--- src/rtl/transmite_medida_pkg.sv ---
// Shared definitions for the distance transmitter: FSM encoding, ASCII
// constants and default UART timing (50 MHz clock, 115200 baud).
package transmite_medida_pkg;

  localparam int         CLKS_PER_BIT_DEFAULT = 434;
  localparam logic [7:0] ASCII_HASH           = 8'h23;
  localparam logic [3:0] ASCII_DIGIT_HI       = 4'h3;
  localparam logic [1:0] LAST_IDX             = 2'd3;

  typedef enum logic [2:0] {
    IDLE        = 3'd0,
    CARREGA     = 3'd1,
    INICIA_CHAR = 3'd2,
    ESPERA_CHAR = 3'd3,
    PROXIMO     = 3'd4,
    FIM         = 3'd5
  } estado_t;

  // Digits are sent as {3,d} with no BCD check, so A-F become ':'..'?'.
  function automatic logic [7:0] ascii_digit(input logic [3:0] d);
    return {ASCII_DIGIT_HI, d};
  endfunction

endpackage

--- src/rtl/transmite_medida_if.sv ---
// Request/status bundle between a requester and transmite_medida, plus the
// FSM state brought out for observation.
interface transmite_medida_if;
  import transmite_medida_pkg::*;

  // transmitir is a request level sampled only while idle; ocupado is high from
  // the cycle after acceptance until pronto, which pulses for one cycle.
  logic        transmitir;
  logic [11:0] distancia;
  logic        saida_serial;
  logic        ocupado;
  logic        pronto;
  estado_t     estado;

  modport master (
    output transmitir, distancia,
    input  saida_serial, ocupado, pronto, estado
  );

  modport slave (
    input  transmitir, distancia,
    output saida_serial, ocupado, pronto, estado
  );

endinterface

--- src/rtl/tx_serial_8N1.sv ---
// 8N1 serializer: a 10-bit frame shifted out LSB first, each bit held
// CLKS_PER_BIT clocks, with the line driven from a registered output.
module tx_serial_8N1 #(
  parameter int CLKS_PER_BIT = 434
) (
  input  logic       clock,
  input  logic       reset,
  input  logic       partida,
  input  logic [7:0] dados,
  output logic       saida_serial,
  output logic       pronto
);

  localparam int          CW      = (CLKS_PER_BIT > 1) ? $clog2(CLKS_PER_BIT) : 1;
  localparam logic [CW-1:0] CNT_MAX = CW'(CLKS_PER_BIT - 1);

  logic          busy_q, busy_d;
  logic [CW-1:0] clk_cnt_q, clk_cnt_d;
  logic [3:0]    bit_cnt_q, bit_cnt_d;
  logic [9:0]    shift_q, shift_d;
  logic          saida_q, saida_d;
  logic          fim_bit;

  assign fim_bit      = (clk_cnt_q == CNT_MAX);
  // Asserted during the last clock of the stop bit as seen by the shifter.
  assign pronto       = busy_q && fim_bit && (bit_cnt_q == 4'd9);
  assign saida_serial = saida_q;

  always_comb begin
    busy_d    = busy_q;
    clk_cnt_d = clk_cnt_q;
    bit_cnt_d = bit_cnt_q;
    shift_d   = shift_q;
    saida_d   = shift_q[0];
    if (!busy_q) begin
      if (partida) begin
        shift_d   = {1'b1, dados, 1'b0};
        busy_d    = 1'b1;
        clk_cnt_d = '0;
        bit_cnt_d = '0;
      end
    end else if (fim_bit) begin
      clk_cnt_d = '0;
      if (bit_cnt_q == 4'd9) begin
        busy_d = 1'b0;
      end else begin
        bit_cnt_d = bit_cnt_q + 4'd1;
        shift_d   = {1'b1, shift_q[9:1]};
      end
    end else begin
      clk_cnt_d = clk_cnt_q + 1'b1;
    end
  end

  always_ff @(posedge clock) begin
    if (reset) begin
      busy_q    <= 1'b0;
      clk_cnt_q <= '0;
      bit_cnt_q <= '0;
      shift_q   <= '1;
      saida_q   <= 1'b1;
    end else begin
      busy_q    <= busy_d;
      clk_cnt_q <= clk_cnt_d;
      bit_cnt_q <= bit_cnt_d;
      shift_q   <= shift_d;
      saida_q   <= saida_d;
    end
  end

endmodule

--- src/rtl/transmite_medida.sv ---
// Sends a captured 3-digit BCD distance as "DDD#" over an 8N1 UART line,
// sequencing four characters through tx_serial_8N1.
module transmite_medida
  import transmite_medida_pkg::*;
#(
  parameter int CLKS_PER_BIT = CLKS_PER_BIT_DEFAULT
) (
  input  logic               clock,
  input  logic               reset,
  transmite_medida_if.slave  bus
);

  estado_t     state_q, state_d;
  logic [1:0]  idx_q, idx_d;
  logic [11:0] snap_q, snap_d;
  logic        ocupado_q, ocupado_d;
  logic        pronto_q, pronto_d;
  logic        partida;
  logic        tx_pronto;
  logic        tx_saida;
  logic [7:0]  char_atual;

  always_comb begin
    char_atual = ASCII_HASH;
    case (idx_q)
      2'd0:    char_atual = ascii_digit(snap_q[11:8]);
      2'd1:    char_atual = ascii_digit(snap_q[7:4]);
      2'd2:    char_atual = ascii_digit(snap_q[3:0]);
      default: char_atual = ASCII_HASH;
    endcase
  end

  always_comb begin
    state_d   = state_q;
    idx_d     = idx_q;
    snap_d    = snap_q;
    ocupado_d = ocupado_q;
    pronto_d  = 1'b0;
    partida   = 1'b0;
    case (state_q)
      IDLE: begin
        if (bus.transmitir) begin
          state_d   = CARREGA;
          ocupado_d = 1'b1;
        end
      end
      CARREGA: begin
        snap_d  = bus.distancia;
        idx_d   = 2'd0;
        state_d = INICIA_CHAR;
      end
      INICIA_CHAR: begin
        partida = 1'b1;
        state_d = ESPERA_CHAR;
      end
      ESPERA_CHAR: begin
        if (tx_pronto) state_d = PROXIMO;
      end
      PROXIMO: begin
        if (idx_q != LAST_IDX) begin
          idx_d   = idx_q + 2'd1;
          state_d = INICIA_CHAR;
        end else begin
          state_d = FIM;
        end
      end
      FIM: begin
        pronto_d  = 1'b1;
        ocupado_d = 1'b0;
        state_d   = IDLE;
      end
      default: state_d = IDLE;
    endcase
  end

  always_ff @(posedge clock) begin
    if (reset) begin
      state_q   <= IDLE;
      idx_q     <= 2'd0;
      snap_q    <= 12'h000;
      ocupado_q <= 1'b0;
      pronto_q  <= 1'b0;
    end else begin
      state_q   <= state_d;
      idx_q     <= idx_d;
      snap_q    <= snap_d;
      ocupado_q <= ocupado_d;
      pronto_q  <= pronto_d;
    end
  end

  tx_serial_8N1 #(.CLKS_PER_BIT(CLKS_PER_BIT)) u_tx (
    .clock        (clock),
    .reset        (reset),
    .partida      (partida),
    .dados        (char_atual),
    .saida_serial (tx_saida),
    .pronto       (tx_pronto)
  );

  assign bus.saida_serial = tx_saida;
  assign bus.ocupado      = ocupado_q;
  assign bus.pronto       = pronto_q;
  assign bus.estado       = state_q;

endmodule

--- src/flat_wrapper.sv ---
// flat-port wrapper written by rule: the top's interface ports become plain ports
module transmite_medida_flat import transmite_medida_pkg::*;
#(
  parameter int CLKS_PER_BIT = CLKS_PER_BIT_DEFAULT
)
  (clock, reset, bus_transmitir, bus_distancia, bus_saida_serial, bus_ocupado, bus_pronto, bus_estado);
  transmite_medida_if bus_i ();
  input  logic clock;
  input  logic reset;
  input wire logic [$bits(bus_i.transmitir)-1:0] bus_transmitir;
  input wire logic [$bits(bus_i.distancia)-1:0] bus_distancia;
  output wire logic [$bits(bus_i.saida_serial)-1:0] bus_saida_serial;
  output wire logic [$bits(bus_i.ocupado)-1:0] bus_ocupado;
  output wire logic [$bits(bus_i.pronto)-1:0] bus_pronto;
  output wire logic [$bits(bus_i.estado)-1:0] bus_estado;
  assign bus_i.transmitir = bus_transmitir;
  assign bus_i.distancia = bus_distancia;
  assign bus_saida_serial = bus_i.saida_serial;
  assign bus_ocupado = bus_i.ocupado;
  assign bus_pronto = bus_i.pronto;
  assign bus_estado = bus_i.estado;
  transmite_medida #(.CLKS_PER_BIT(CLKS_PER_BIT)) u_core (.clock(clock), .reset(reset), .bus(bus_i));
endmodule
--- config.mk ---
export PLATFORM = sky130hd
export DESIGN_NAME = transmite_medida_flat
export DESIGN_NICKNAME = d
export VERILOG_FILES = /design/src/rtl/transmite_medida_pkg.sv /design/src/rtl/transmite_medida_if.sv /design/src/rtl/tx_serial_8N1.sv /design/src/rtl/transmite_medida.sv /design/src/flat_wrapper.sv
export SDC_FILE = /design/constraint.sdc
export NUM_CORES = 1
export LEC_CHECK = 0
export ABC_AREA = 1
export BUFFER_PORTS_ARGS = -buffer_cell sky130_fd_sc_hd__buf_2
export CORE_MARGIN = 5
export CORE_UTILIZATION = 45
export DETAILED_ROUTE_END_ITERATION = 12
export PLACE_DENSITY_LB_ADDON = 0.2
export RECOVER_POWER = 50
export SYNTH_ARGS = -nofsm -noshare
export SYNTH_HDL_FRONTEND = slang
export SYNTH_HIERARCHICAL = 1
export SYNTH_SLANG_ARGS = --single-unit
--- constraint.sdc ---
create_clock -name clock -period 2.34 [get_ports clock]
set_clock_uncertainty 0.15 [all_clocks]
set_input_delay 0.234 -clock clock [delete_from_list [all_inputs] [get_ports clock]]
set_output_delay 0.234 -clock clock [all_outputs]
set_load 0.005 [all_outputs]
==> results of run 1 <==
-- routing by layer --
| metal | track usage [%] | vias up |
|---|---|---|
| li1 | - | 1035 |
| met1 | 19.1 | 855 |
| met2 | 24.9 | 23 |
| met3 | 3.66 | 5 |
| met4 | 6.08 | 0 |
| met5 | 0 | - |
-- cell usage after synthesis (2+ instances only) --
cell / number
a21oi_1: 18
dfxtp_1: 43
ha_1: 9
o21ai_2: 6
clkbuf_1: 2
nand2_1: 81
o21bai_1: 3
nand3_4: 2
nor2_2: 2
nor2_1: 12
a21oi_2: 13
or2_2: 2
nand2_2: 2
conb_1: 2
o21ai_0: 3
o21ai_1: 7
inv_2: 6
o211ai_1: 2
nand3_1: 27
nand3_2: 2
nand4_1: 10
inv_1: 41
buf_6: 2
-- cell families (layout without fill, tap and decap cells) --
kind of cell	after synthesis	in the layout
adders and majority gates	9	9
and+or+nand+nor	145	145
AOI/OAI and AO/OA	54	54
other	2	3
DFF	43	43
buffers and inverters	55	76
-- critical path, cell delays in order (launching register included) --
cell,delay [ns]
dfxtp_1,0.40
inv_2,0.06
nor3_1,0.33
nor2_4,0.11
inv_1,0.24
nand3_4,0.21
inv_2,0.17
o21ai_1,0.08
nand2_1,0.07
-- state kept, by name, indices dropped and copies added, names as in the netlist --
name	flops
u_core/bus.estado	3
u_core/bus.ocupado	1
u_core/bus.pronto	1
u_core/idx_q	2
u_core/snap_q	12
u_core/u_tx/bit_cnt_q	4
u_core/u_tx/busy_q	1
u_core/u_tx/clk_cnt_q	9
u_core/u_tx/saida_serial	1
u_core/u_tx/shift_q	9
-- cell type report --
type | instances | area (µm²) | area share (%)
clock buffers | 6 | 72.6 | 2.96
clock inverters | 2 | 12.5 | 0.510
inverters | 47 | 176 | 7.20
multi-input cells | 211 | 1140 | 46.6
flip-flops and latches | 43 | 861 | 35.1
well taps | 67 | 83.8 | 3.42
repair buffers | 21 | 104 | 4.24
-- per-stage QoR --
stage	util (%)	power (mW)
2_1_floorplan	-	1.31
3_3_place_gp	49.9	1.39
3_5_place_dp	49.9	1.39
4_1_cts	51.7	1.86
5_1_grt	50.9	1.96
6_report	50.9	1.81
-- worst max path at each step --
stage	start	endpoint	slack [ns]
floorplan	u_core/bus.estado[1]	u_core/u_tx/shift_q[8]	0.69
global placement	u_core/bus.estado[1]	u_core/u_tx/shift_q[8]	0.60
detailed placement	u_core/bus.estado[1]	u_core/u_tx/shift_q[8]	0.55
CTS	u_core/bus.estado[1]	u_core/u_tx/shift_q[8]	0.52
global route	u_core/bus.estado[1]	u_core/u_tx/shift_q[4]	0.24
finish	u_core/bus.estado[1]	u_core/u_tx/shift_q[8]	0.47
-- report_power, final --
part	switching (mW)	leakage, nW	internal [mW]
Combinational	0.280	0.690	0.159
Sequential	0.0757	0.352	0.837
Clock	0.253	0.0412	0.209
Total	0.608	1.08	1.21
==> results.cfg, run 1 <==
[timing]
fin_crit_ns = 1.87
holdWs_ns = 0.0528
hold_violations = 0
setup_ws_ns = 0.466
worstMarginPinSlew_ns = 0.607
finalSetupViolCount = 0
rsz0062_at_grt = no
drv_slew = 0
fin_setup_tns_ns = 0
fmaxAchievable_ghz = 0.534
slew_headroom_pct = 59.5
post-route-period-util_pct = 80.1

[logic_synthesis]
synth-edff-count = 0
synthAdderAreaFrac_pct = 4.96
synth_top_area_share_pct = 37.9
synth_mux_area_share_pct = 0
ys.flop_type = dfxtp_1
synth-seq-cells = 43
synth.cell_area_mm2 = 0.00227
syn_area_per_cell_um2 = 7.38
synth.area.top_cells = dfxtp_1 38%, nand2_1 13%, inv_1 6.8%, nand3_1 5.9%, a21oi_2 5.0%
synth.yosys.seq_area_share_pct = 37.9
synthSimpleGateAreaFrac_pct = 30.6
yosys.area.top_type = dfxtp_1
synthCells = 308
synth_top_family_by_area = simple AND/OR/NAND/NOR gates
synth-async-reset-ratio_pct = 0
synthXorXnorAreaFrac_pct = 0
synth-compound-area-share_pct = 15.7
synth_cell_type_count = 34
synth_warnings = 6

[placement]
post_dp_cell_area_mm2 = 0.00241
dp.cells = 389
port_buffers = 20
gp_congestion = 0.808
dp_slack_ns = 0.553
hpwlAfterDp_mm = 3.14

[finish]
n_fill_cell = 516
final_cell_mix = 81 x nand2_1, 43 x dfxtp_1, 42 x inv_1
layoutNonFillerInstCount = 397
drive_above_1_share_pct = 16.4
final_common_cell = nand2_1
final_area_mm2 = 0.00245
syn2layout_area_growth_pct = 7.87
final_nets = 353
antenna_cells = 0

[critical_path]
worstSetupStartpointType = register
crit_arrival_ns = 1.96
r2r_cells = 8
r2r_setup_slack_ns = 0.47
crit_type = reg -> reg
r2r-start = u_core/bus.estado[1]
critPathMaxFanout = 14
worstSetupEndpointType = register
cp.required_ns = 2.43
r2r-end = u_core/u_tx/shift_q[8]

[min_path]
hold_start = bus_distancia[5]
worstHoldPathCells = 3
whs_endpoint = u_core/snap_q[5]
hp-class = in -> reg

[die]
io_pins = 21
die_area_mm2 = 0.00657
num_rows = 25
core_region_area_mm2 = 0.00482
dieHeight_um = 81.1
die_w_um = 81.1
floorplan.initialDensity_pct = 47.2

[clock_tree]
htree_levels = 2
cts_tree = yes
root_buffer = clkbuf_8
cts-buffers-inserted = 5
clock_path_buffers = 2
path_clk_slew_ns = 0.08
post-cts-setup-buffer-count = 0
postCtsHoldBufs = 0
ctsResizeCount = 0
clock-sinks = 43
clk_latency_ns = 0.29

[grt]
grt_pass1_wl_mm = 7.93
antenna_found_initial = 0
grt_max_degree = 28
grtUsageTotal_pct = 15.2
overflow = 0
grt_pass1_vias = 1822

[route]
postRouteAntennaNets = 0
highest_layer = met4
vias_per_cell = 4.83
first_iter_violations = 116
post_drt_wl_per_cell_um = 11.0
drc = 0
wl_met2_mm = 2.02
firstDrtPassIters = 4
drt-total-wl_mm = 4.38
drt-met1-wl_mm = 2.17
route.met3.wl_um = 127
via_count = 1918

[status]
status = finished, final reports clean

[pwr]
leakagePower_nw = 1.08
p_per_area_mw_per_mm2 = 740
ir_drop_mv = 0.385

[job]
cap_violations = 0
(Power assumes the default switching activity.)
==> inputs of run 2 (changes only) <==
==> constraint.sdc (replaced) <==
create_clock -name clock -period 1.8 [get_ports clock]
set_clock_uncertainty 0.15 [all_clocks]
set_input_delay 0.18 -clock clock [delete_from_list [all_inputs] [get_ports clock]]
set_output_delay 0.18 -clock clock [all_outputs]
set_load 0.005 [all_outputs]
==> run 2 against run 1 <==
Effect of this change: cell count rose by 4.5%; global-route usage grew 0.34 points; wire length grew 2.3%; clock power grew 69%; largest cell class unchanged; utilization is 4.2 points higher; sequential share of layout area is 2.6 points lower; critical path type unchanged; critical path depth rose by 1; clock-buffer cell count did not move; sequential power increased by 29%; fmax grew 16%.
==> results.cfg, run 2 (synthesized netlist as in run 1, its figures left out) <==
[timing]
fin_crit_ns = 1.62
drv_slew = 0
hold_violations = 0
post-route-period-util_pct = 90.1
fmaxAchievable_ghz = 0.617
rsz0062_at_grt = no
fin_setup_tns_ns = 0
finalSetupViolCount = 0

[placement]
hpwlAfterDp_mm = 3.23
post_dp_cell_area_mm2 = 0.00246
gp_congestion = 0.833
port_buffers = 20
dp.cells = 396

[die]
num_rows = 25
io_pins = 21
die_area_mm2 = 0.00657
core_region_area_mm2 = 0.00482
floorplan.initialDensity_pct = 47.2
dieHeight_um = 81.1
die_w_um = 81.1

[job]
cap_violations = 0

[finish]
syn2layout_area_growth_pct = 16.7
largest_reg_flops = 12
final_cell_mix = 81 x nand2_1, 42 x dfxtp_1, 41 x inv_1
layoutNonFillerInstCount = 415
drive_above_1_share_pct = 18.1
final_nets = 371
final_area_mm2 = 0.00265
antenna_cells = 0
regMostFlops = u_core/snap_q
ff_latch_area_um2 = 862
final_common_cell = nand2_1
multi_input_area_mm2 = 0.00115
n_fill_cell = 491
reg.largest.list = u_core/snap_q (12), u_core/u_tx/clk_cnt_q (9), u_core/u_tx/shift_q (9)

[critical_path]
critPathMaxFanout = 14
crit_cells = 9
crit_end = u_core/u_tx/shift_q[8]
path_common_cell = inv_2
critPathBufInv = 4
worstPathCellList = inv_2 > nor3_1 > buf_4 > nor2_4 > inv_2 > nand3_4 > inv_2 > o21ai_1 > nand2_1
r2r_setup_slack_ns = 0.18
r2r_cells = 9
critPathSlowestCell = dfxtp_1
crit_arrival_ns = 1.72
critPathTopFamily = buffers and inverters
crit_type = reg -> reg
worstSetupEndpointType = register
worstSetupStartpointType = register
r2r-end = u_core/u_tx/shift_q[8]
cp.required_ns = 1.89
r2r-start = u_core/bus.estado[1]
critPathMaxStageDelay_ns = 0.40
crit_path_start = u_core/bus.estado[1]

[status]
status = finished, final reports clean

[clock_tree]
path_clk_slew_ns = 0.09
root_buffer = clkbuf_8
htree_levels = 2
cts-buffers-inserted = 5
clk_latency_ns = 0.30
clock_path_buffers = 2
cts_tree = yes
clock-sinks = 43
post-cts-setup-buffer-count = 0

[route]
post_drt_wl_per_cell_um = 10.8
firstDrtPassIters = 4
drt-total-wl_mm = 4.48
via_count = 1970
drc = 0
first_iter_violations = 100
postRouteAntennaNets = 0
vias_per_cell = 4.75

[pwr]
leakagePower_nw = 1.18
ir_drop_mv = 0.508
p_per_area_mw_per_mm2 = 981

[grt]
grtUsageTotal_pct = 15.5
antenna_found_initial = 0
overflow = 0
grt_pass1_wl_mm = 8.07
grt_pass1_vias = 1912
grt_max_degree = 28

[min_path]
hp-class = in -> reg
[run 2: cell types whose count changed in the layout (fill, tap and decap cells not counted)]
cell | before | now
nand3_2 | 3 | 2
inv_1 | 42 | 41
clkbuf_8 | 5 | 6
dfxtp_2 | 0 | 1
inv_2 | 5 | 6
nand3_4 | 1 | 2
bufinv_16 | 0 | 1
dlygate4sd3_1 | 0 | 11
buf_4 | 1 | 7
clkinvlp_4 | 1 | 0
dfxtp_1 | 43 | 42
[run 2: what timing repair did]
| action | in CTS | in global routing |
|---|---|---|
| hold buffers | 11 | 0 |
| setup endpoints to repair | 0 | 7 |
| gates resized for setup | 0 | 1 |
| endpoints found under the hold margin | 11 | 0 |
[run 2: area by class of cell]
cell class	count	share of cell area, %
Multi-Input combinational cell	211	43.3
Sequential cell	43	32.5
Timing Repair Buffer	39	9.91
Inverter	47	6.65
Tap cell	67	3.16
Clock buffer	6	3.11
Clock inverter	2	1.32
[run 2: per-layer routing]
layer | GRT usage, % | vias up | share of wire [%]
li1 | - | 1072 | -
met1 | 19.3 | 869 | 50
met2 | 26.0 | 23 | 46
met3 | 3.66 | 6 | 3.1
met4 | 5.57 | 0 | 1.5
met5 | 0 | - | 0
[run 2: stage by stage]
stage	total power [mW]	worst slack [ns]	hold WS, ns	utilization, %
floorplan	1.71	0.145	0.0924	-
global placement	1.84	0.138	0.286	51.0
detailed placement	1.85	0.145	0.293	51.0
CTS	2.65	0.128	0.000547	55.8
global route	2.79	0.0168	0.0279	55.0
finish	2.60	0.178	0.00806	55.0
[run 2: power breakdown]
part / switching (mW) / internal, mW
Combinational: 0.385 / 0.251
Clock: 0.334 / 0.449
Sequential: 0.0917 / 1.09
[run 2: worst min path at each step]
stage,depth (start not counted),from,to
2_1_floorplan,1,reset,u_core/idx_q[1]
6_report,3,bus_distancia[4],u_core/snap_q[4]
3_3_place_gp,3,bus_distancia[6],u_core/snap_q[6]
4_1_cts,3,bus_distancia[4],u_core/snap_q[4]
5_1_grt,3,bus_distancia[2],u_core/snap_q[2]
3_5_place_dp,1,u_core/u_tx/shift_q[0],u_core/u_tx/saida_serial
[run 2: worst reg2reg max path, cell delays in order, from the launching register on]
cell,delay (ns)
dfxtp_1,0.40
inv_2,0.08
nor3_1,0.13
buf_4,0.15
nor2_4,0.06
inv_2,0.10
nand3_4,0.18
inv_2,0.17
o21ai_1,0.08
nand2_1,0.06
